File: config.mk
export PLATFORM = sky130hd
export DESIGN_NAME = bram_seq_ctrl
export DESIGN_NICKNAME = d
export VERILOG_FILES = /design/src/rtl/bram_seq_pkg.sv /design/src/rtl/bram_seq_ctrl.sv
export SDC_FILE = /design/constraint.sdc
export NUM_CORES = 1
export LEC_CHECK = 0
export ABC_AREA = 0
export ABC_CLOCK_PERIOD_IN_PS = 7700
export CAP_MARGIN = 25
export CELL_PAD_IN_SITES_DETAIL_PLACEMENT = 1
export CELL_PAD_IN_SITES_GLOBAL_PLACEMENT = 1
export CORE_AREA = 2 2 137 106
export DETAILED_ROUTE_END_ITERATION = 8
export DIE_AREA = 0 0 139 108
export PLACE_DENSITY_LB_ADDON = 0.1
export SLEW_MARGIN = 10
export SYNTH_ARGS = -nofsm -noshare
export SYNTH_HDL_FRONTEND = slang
export SYNTH_SLANG_ARGS = --single-unit
File: constraint.sdc
create_clock -name clk -period 7.7 [get_ports clk]
set_clock_uncertainty 0.2 [all_clocks]
set_input_delay 2.31 -clock clk [delete_from_list [all_inputs] [get_ports clk]]
set_output_delay 2.31 -clock clk [all_outputs]
set_load 0.03 [all_outputs]
File: src/rtl/bram_seq_pkg.sv
// bram_seq_pkg: shared types and default widths for the block-RAM test sequencer
package bram_seq_pkg;
  localparam int DEF_ADDR_W = 7;
  localparam int DEF_DATA_W = 16;
  localparam int DEF_DEPTH = 128;
  typedef enum logic [1:0] {SCAN = 2'd0, FILL = 2'd1, CHECK = 2'd2} mode_t;
  typedef enum logic [2:0] {ST_IDLE, ST_FILL, ST_READ, ST_DRAIN, ST_DONE} state_t;
endpackage

File: src/rtl/bram_seq_ctrl.sv
// bram_seq_ctrl: walks a block RAM once to fill it, checksum it, or check it against a pattern
module bram_seq_ctrl
  import bram_seq_pkg::*;
#(
  parameter int ADDR_W = DEF_ADDR_W,
  parameter int DATA_W = DEF_DATA_W,
  parameter int DEPTH = DEF_DEPTH
) (
  input  logic              clk,
  input  logic              reset,
  input  logic              start,
  input  logic [1:0]        mode,
  input  logic [DATA_W-1:0] pattern,
  input  logic              inc,
  output logic              busy,
  output logic              done,
  output logic [DATA_W-1:0] checksum,
  output logic [ADDR_W:0]   err_cnt,
  output logic [ADDR_W-1:0] first_err_addr,
  output logic              err_flag,
  output logic [ADDR_W-1:0] mem_raddr,
  output logic [ADDR_W-1:0] mem_waddr,
  output logic [DATA_W-1:0] mem_din,
  output logic              mem_we,
  input  logic [DATA_W-1:0] mem_dout
);
  state_t state, state_n;
  logic [ADDR_W-1:0] addr, addr_n, proc_addr;
  logic [DATA_W-1:0] pat_q, pat_n, wr_word, chk_word;
  logic inc_q, inc_n, check_q, load, last, proc;

  assign load = state == ST_IDLE && start;
  assign pat_n = load ? pattern : pat_q;
  assign inc_n = load ? inc : inc_q;
  assign last = addr == ADDR_W'(DEPTH - 1);
  assign proc_addr = addr - 1'b1;
  assign proc = (state == ST_READ && addr != '0) || state == ST_DRAIN;
  assign wr_word = pat_n + (inc_n ? DATA_W'(addr_n) : '0);
  assign chk_word = pat_q + (inc_q ? DATA_W'(proc_addr) : '0);
  assign busy = state == ST_FILL || state == ST_READ || state == ST_DRAIN;
  assign done = state == ST_DONE;
  assign err_flag = err_cnt != '0;

  // next state and address counter; the counter wraps to 0 after the last word
  always_comb begin
    state_n = state;
    addr_n = addr;
    unique case (state)
      ST_IDLE: if (start) begin
        state_n = mode == FILL ? ST_FILL : ST_READ;
        addr_n = '0;
      end
      ST_FILL: begin
        addr_n = addr + 1'b1;
        state_n = last ? ST_DONE : ST_FILL;
      end
      ST_READ: begin
        addr_n = addr + 1'b1;
        state_n = last ? ST_DRAIN : ST_READ;
      end
      ST_DRAIN: state_n = ST_DONE;
      ST_DONE: state_n = ST_IDLE;
      default: state_n = ST_IDLE;
    endcase
  end

  // state, latched operation settings and result accumulators
  always_ff @(posedge clk) begin
    if (reset) begin
      state <= ST_IDLE;
      addr <= '0;
      pat_q <= '0;
      inc_q <= 1'b0;
      check_q <= 1'b0;
      checksum <= '0;
      err_cnt <= '0;
      first_err_addr <= '0;
    end else begin
      state <= state_n;
      addr <= addr_n;
      if (load) begin
        pat_q <= pattern;
        inc_q <= inc;
        check_q <= mode == CHECK;
        checksum <= '0;
        err_cnt <= '0;
        first_err_addr <= '0;
      end else if (proc) begin
        checksum <= checksum + mem_dout;
        if (check_q && mem_dout != chk_word) begin
          err_cnt <= err_cnt + 1'b1;
          if (err_cnt == '0) first_err_addr <= proc_addr;
        end
      end
    end
  end

  // registered memory port driven from the next state so writes never leak outside FILL
  always_ff @(posedge clk) begin
    if (reset) begin
      mem_we <= 1'b0;
      mem_raddr <= '0;
      mem_waddr <= '0;
      mem_din <= '0;
    end else begin
      mem_we <= state_n == ST_FILL;
      if (state_n == ST_FILL) begin
        mem_waddr <= addr_n;
        mem_din <= wr_word;
      end
      if (state_n == ST_READ) mem_raddr <= addr_n;
    end
  end
endmodule
; ---- Yosys cells after proc, flatten, opt, wreduce, memory -nomap -nowiden
; Cells that the tools add are included.
[totals]
inputBits = 38
output_inout_bits = 65
reg_bits = 90
word_cells = 53
[classes]
n_eq_ne = 10
mux = 11
add_sub_neg = 6
n_reduce_logical = 14
[op_table]
columns = cell, n
row1 = 16-bit by 7-bit adder with 16-bit output, 2
row2 = 7-bit 2-to-1 mux, 3
row3 = 16-bit adder, 1
row4 = 16-bit 2-to-1 mux, 1
row5 = 16-bit != test, 1
row6 = 7-bit case mux with 2 select lines, 1
row7 = 3-bit case mux with 4 select lines, 1
row8 = "3-bit by 2-bit == test with 1-bit output, second input constant", 3
row9 = "8-bit by 1-bit adder with 8-bit output, second input constant", 1
row10 = 8-bit logical NOT, 1
row11 = 8-bit nonzero test, 1
row12 = "7-bit by 1-bit adder with 7-bit output, second input constant", 1
row13 = "7-bit == test, second input constant", 1
row14 = 7-bit nonzero test, 1
row15 = "7-bit by 1-bit subtractor with 7-bit output, second input constant", 1
row16 = "3-bit by 1-bit == test with 1-bit output, second input constant", 2
row17 = 3-bit 2-to-1 mux, 2
row18 = 2-bit OR reduction, 2
row19 = "3-bit == test, second input constant", 1
row20 = 1-bit logical AND, 3
row21 = 3-bit logical NOT, 1
row22 = 1-bit logical OR, 3
row23 = 3-bit AND reduction, 1
row24 = "2-bit by 1-bit == test with 1-bit output, second input constant", 1
row25 = 4 further kinds, 5

; ---- Logic depth before layout (Yosys ltp)
[logic_depth]
depth_word = 6
ltp_mapped = 19
depth_no_buf = 17

; ---- Worst setup path before layout
; Ideal clock, no wire load.
[synth_path]
path_type = input -> register
start = input start
end = register mem_din[15]
slack_ps = 1805
path_buffers = 2
required_ps = 7439
setup_ps = 61
arrival_ps = 5634
stages = 16
path_cell_list = nand2b_1 -> nor3_2 -> buf_6 -> clkbuf_1 -> mux2i_1 -> or2_2 -> inv_1 -> ha_1 -> a21o_1 -> a21oi_1 -> o21bai_1 -> a211o_1 -> a21oi_1 -> nor2_2 -> a2111oi_0 -> a311o_1
[synth_via]
elab_chain_cells = 4
elab_cells_between_ends = 10
cone_classes = 1 x add/sub / 1 x eq/ne / 7 x mux / 1 x reduce/logical
[synth_lines]
columns = element, line
row1 = start: declaration, bram_seq_ctrl.sv:11  ; input logic start,
row2 = 7-bit 2-to-1 mux or 1-bit logical AND (tied branches), "bram_seq_ctrl.sv:49, bram_seq_ctrl.sv:32"
row3 = 7-bit case mux with 2 select lines or 1-bit 2-to-1 mux (tied branches), n/a
row4 = 7-bit 2-to-1 mux, bram_seq_ctrl.sv:38  ; assign wr_word = pat_n + (inc_n ? DATA_W'(addr_n) : '0);
row5 = 16-bit by 7-bit adder with 16-bit output, bram_seq_ctrl.sv:38
row6 = end signal: assignment, bram_seq_ctrl.sv:109  ; mem_din <= wr_word;
row7 = end: declaration, bram_seq_ctrl.sv:23  ; output logic [DATA_W-1:0] mem_din,
; Several ways; a longest one is shown, not always the timed one.
; A chain may end at the register's enable or synchronous reset.

; ---- Worst setup path after layout
; Same ends and word-level chain as after synthesis.

==> results <==
registers in the layout, summed over array words and instances (netlist names):
| register | flops |
|---|---|
| addr | 7 |
| check_q | 1 |
| checksum | 16 |
| err_cnt | 8 |
| first_err_addr | 7 |
| inc_q | 1 |
| mem_din | 16 |
| mem_raddr | 7 |
| mem_waddr | 7 |
| mem_we | 1 |
| pat_q | 16 |
| state | 3 |
metrics by stage:
step	area [sq um]	hold slack, ns	worst slack [ns]	utilization (%)	power (mW)
after floorplan	5630	0.270	1.81	-	0.724
after global placement	6750	0.244	1.11	49.9	0.815
after detailed placement	6750	0.249	0.728	49.9	0.827
after CTS	7060	0.259	1.07	52.2	1.30
after global routing	7090	0.284	0.684	52.4	1.36
final	7090	0.258	1.08	52.4	1.29
worst max path at each step:
stage,startpoint,endpoint,slack [ns],cells after the start
after global routing,start,mem_din[15]$_SDFFE_PP0P_,0.68,16
after detailed placement,start,mem_din[15]$_SDFFE_PP0P_,0.73,16
after floorplan,start,mem_din[15]$_SDFFE_PP0P_,1.81,16
after CTS,start,mem_din[15]$_SDFFE_PP0P_,1.07,16
final,start,mem_din[15]$_SDFFE_PP0P_,1.08,16
after global placement,start,mem_din[15]$_SDFFE_PP0P_,1.11,16
worst register-to-register path: cells and delay by family (launching register included):
| kind | cells | cell delay (ns) |
|---|---|---|
| compound gates | 9 | 2.66 |
| fa+ha+maj | 2 | 0.64 |
| flops | 1 | 0.59 |
| simple gates | 3 | 0.43 |
| buf+inv | 2 | 0.20 |
logic make-up (layout without fill, tap and decap cells):
family | count (synthesis) | after routing
XOR/XNOR | 50 | 50
buffers and inverters | 55 | 144
AND/OR/NAND/NOR | 292 | 292
AO/OA/AOI/OAI | 156 | 156
flip-flops | 90 | 90
adder cells (fa/ha/maj) | 37 | 37
multiplexers | 23 | 23
layer usage:
layer  up-vias  GRT usage, %
met4         0          5.12
met1      2651          30.4
met3        16          4.12
met5         -             0
met2        94          40.1
li1       2637             -
Yosys cell counts, drive strengths merged, types with 4 or more instances:
| cell type | count |
|---|---|
| a211o | 5 |
| a211oi | 15 |
| a21o | 11 |
| a21oi | 61 |
| a221oi | 4 |
| a31oi | 4 |
| and2 | 5 |
| buf | 9 |
| clkbuf | 26 |
| dfxtp | 90 |
| ha | 34 |
| inv | 20 |
| mux2i | 20 |
| nand2 | 103 |
| nand2b | 7 |
| nand3 | 20 |
| nand4 | 7 |
| nor2 | 85 |
| nor2b | 15 |
| nor3 | 14 |
| nor4 | 5 |
| o211ai | 6 |
| o21ai | 21 |
| or3 | 7 |
| or4 | 6 |
| xnor2 | 31 |
| xor2 | 19 |
power by group:
part / total, mW / switching, mW / internal (mW)
Sequential: 0.514 / 0.0267 / 0.488
Clock: 0.472 / 0.200 / 0.271
Combinational: 0.307 / 0.183 / 0.124
final cells by class:
type / count / area (sq um) / area share (%)
Clock buffer: 11 / 253 / 3.57
Clock inverter: 5 / 60.1 / 0.847
Inverter: 20 / 75.1 / 1.06
Multi-Input combinational cell: 558 / 3600 / 50.8
Sequential cell: 90 / 1800 / 25.4
Tap cell: 175 / 219 / 3.09
Timing Repair Buffer: 108 / 1080 / 15.3
==> metrics.md <==
| Metric | Value |
|---|---|
| Outcome | finished, final reports clean |
| Clock Latency Late Sink | between 0.3 and 0.4 ns |
| Delay of the slowest cell on the worst path | 0.60 ns |
| Simple-gate portion of the synthesized area | around 25% |
| WL final | 17200 um |
| Bufs on Longest Clock Path | 2 |
| Hpwl dp | 13100 um |
| Hold Path Cell Cnt | 2 |
| Fmax | 151 MHz |
| Met3 WL | 586 um |
| Synth Area in Compound Gates | a little under a fifth |
| Avg WL per Cell | about 18 um |
| Cell Chain, Critical Path | clkdlybuf4s50_1 -> nand2b_1 -> nor3_2 -> buf_4 -> mux2i_1 -> or2_2 -> inv_1 -> ha_1 -> a21o_1 -> a21oi_1 -> o21bai_1 -> a211o_1 -> a21oi_1 -> nor2_2 -> a2111oi_0 -> a311o_1 |
| Register area share after synthesis | 32.0% |
| Worst-path clk slew | 0.07 ns |
| Kind of critical path | in2reg |
| H-tree depth | 3 |
| Worst hold path class | reg2reg |
| First-pass GRT wire length | around 28000 um |
| Initial Utilization | between 40% and 50% |
| Final min period | 6.62 ns |
| # port buffers | slightly above 100 |
| Synthesis-to-layout area growth | 26.0% |
| Initial antenna violation count | 0 |
| CP max FO | 19 |
| Reg-to-Reg End | mem_din[15]$_SDFFE_PP0P_ |
| Critical path data required time | 7.79 ns |
| Crit path DAT | about 6.7 ns |
| Ys async rst share | 0% |
| Post-route setup TNS | 0 ns |
| GRT Total Usage | a little under a quarter |
| Placed insts | 950 |
| Fillers | ~1600 |
| Synth top area cells | dfxtp_1 32%, ha_1 7.6%, nand2_1 6.9%, nor2_1 5.5%, a21oi_1 5.4% |
| Die width | about 140 um |
| Fin crit share | between 80% and 90% |
| Setup crit end kind | flop |
| Die ar. | 0.0150 sq mm |
| Adder-cell share of the synthesized area | 8.63% |
| Synth area leader | dfxtp_1 |
| Drt drc | 0 |
| Startpoint Class | input pin |
| Hold Path End | mem_din[2]$_SDFFE_PP0P_ |
| Delay-heaviest family, CP | compound AO/OA/AOI/OAI gates |
| Worst slew pin tran | between 0.7 and 0.8 ns |
| Wl on met1 | approximately 8300 um |
| Post-route ant nets | 0 |
| Die height | 108 um |
| N_diodes | 0 |
| Wire length on met2 | 8150 um |
| Final hold vios | 0 |
| Top FF cell, synth | dfxtp_1 |
| Area of the core | between 0.01 and 0.015 sq mm |
| # IOs | roughly 100 |
| Pleak | 2.74 nW |
| Vias in the first global route | between 5000 and 6000 |
| Vias/cell | 5.58 |
| Most common cell after layout, fill and taps aside | nand2_1 |
| MaxCap Viol Count | 0 |
| Post-Syn Nets | ~780 |
| Share of cells above drive strength 1 | between 5 and 6% |
| CTS tree | yes |
| Average cell area after synthesis | roughly 8.0 sq um |
| GRT Residual Overflow | 0 |
| # setup viols final | 0 |
| Top layer in use | met4 |
| Worst Path Buf+Inv | 3 |
| Worst path slowest cell | clkdlybuf4s50_1 |
| Clock Sinks | 90 |
| 1st-iter DRT viols | 226 |
| Reg2Reg Depth | 16 |
| Clock root cell | clkbuf_16 |
| Ys Warns | 0 |
| Synth top area share | 32.0% |
| Fin. max-slew vios | 0 |
| XOR/XNOR Fraction of Synth Area | approximately 8% |
| Drt first pass iters | 4 |
| Unrepaired setup endpoints after global routing | false |
| TritonCTS Buffers | 9 |
| Worst hold start | mem_din[2]$_SDFFE_PP0P_ |
| Largest family of logic cells by synthesized area | simple AND/OR/NAND/NOR gates |
| Mux share of post-synthesis cell area | 4.16% |
| Via count | about 5400 |
| Non-filler cells, final | roughly 970 |
| Routability cong. | around 0.85 |
| Reg-to-Reg Start | addr[0]$_SDFF_PP0_ |
| PostCTS Resize Cnt | 0 |
| Mapped Cells | 703 |
| Cell mode on critical path | a21oi_1 |
| Largest net degree at the start of global routing | 64 |
| Postcts setup bufs | 0 |
| Nets | around 860 |
| Cell Area, Synth | between 0.005 and 0.006 sq mm |
| Pwr dens | 182 mW/mm^2 |
| Std cell rows | 37 |
| Most frequent cells in the layout | 103 x nand2_1, 101 x clkdlybuf4s50_1, 90 x dfxtp_1 |
| CTS Hold Bufs | 0 |
| Reg-to-reg slack, setup | ~3 ns |
| Peak VDD IR | 0.128 mV |
| Post-synth EDFFs | 0 |
| Yosys cell types | around 70 |
| Worst slew margin | 46.7% |
| #FFs+latches synth | 90 |
Note: power is estimated with default switching activity, not from simulation.
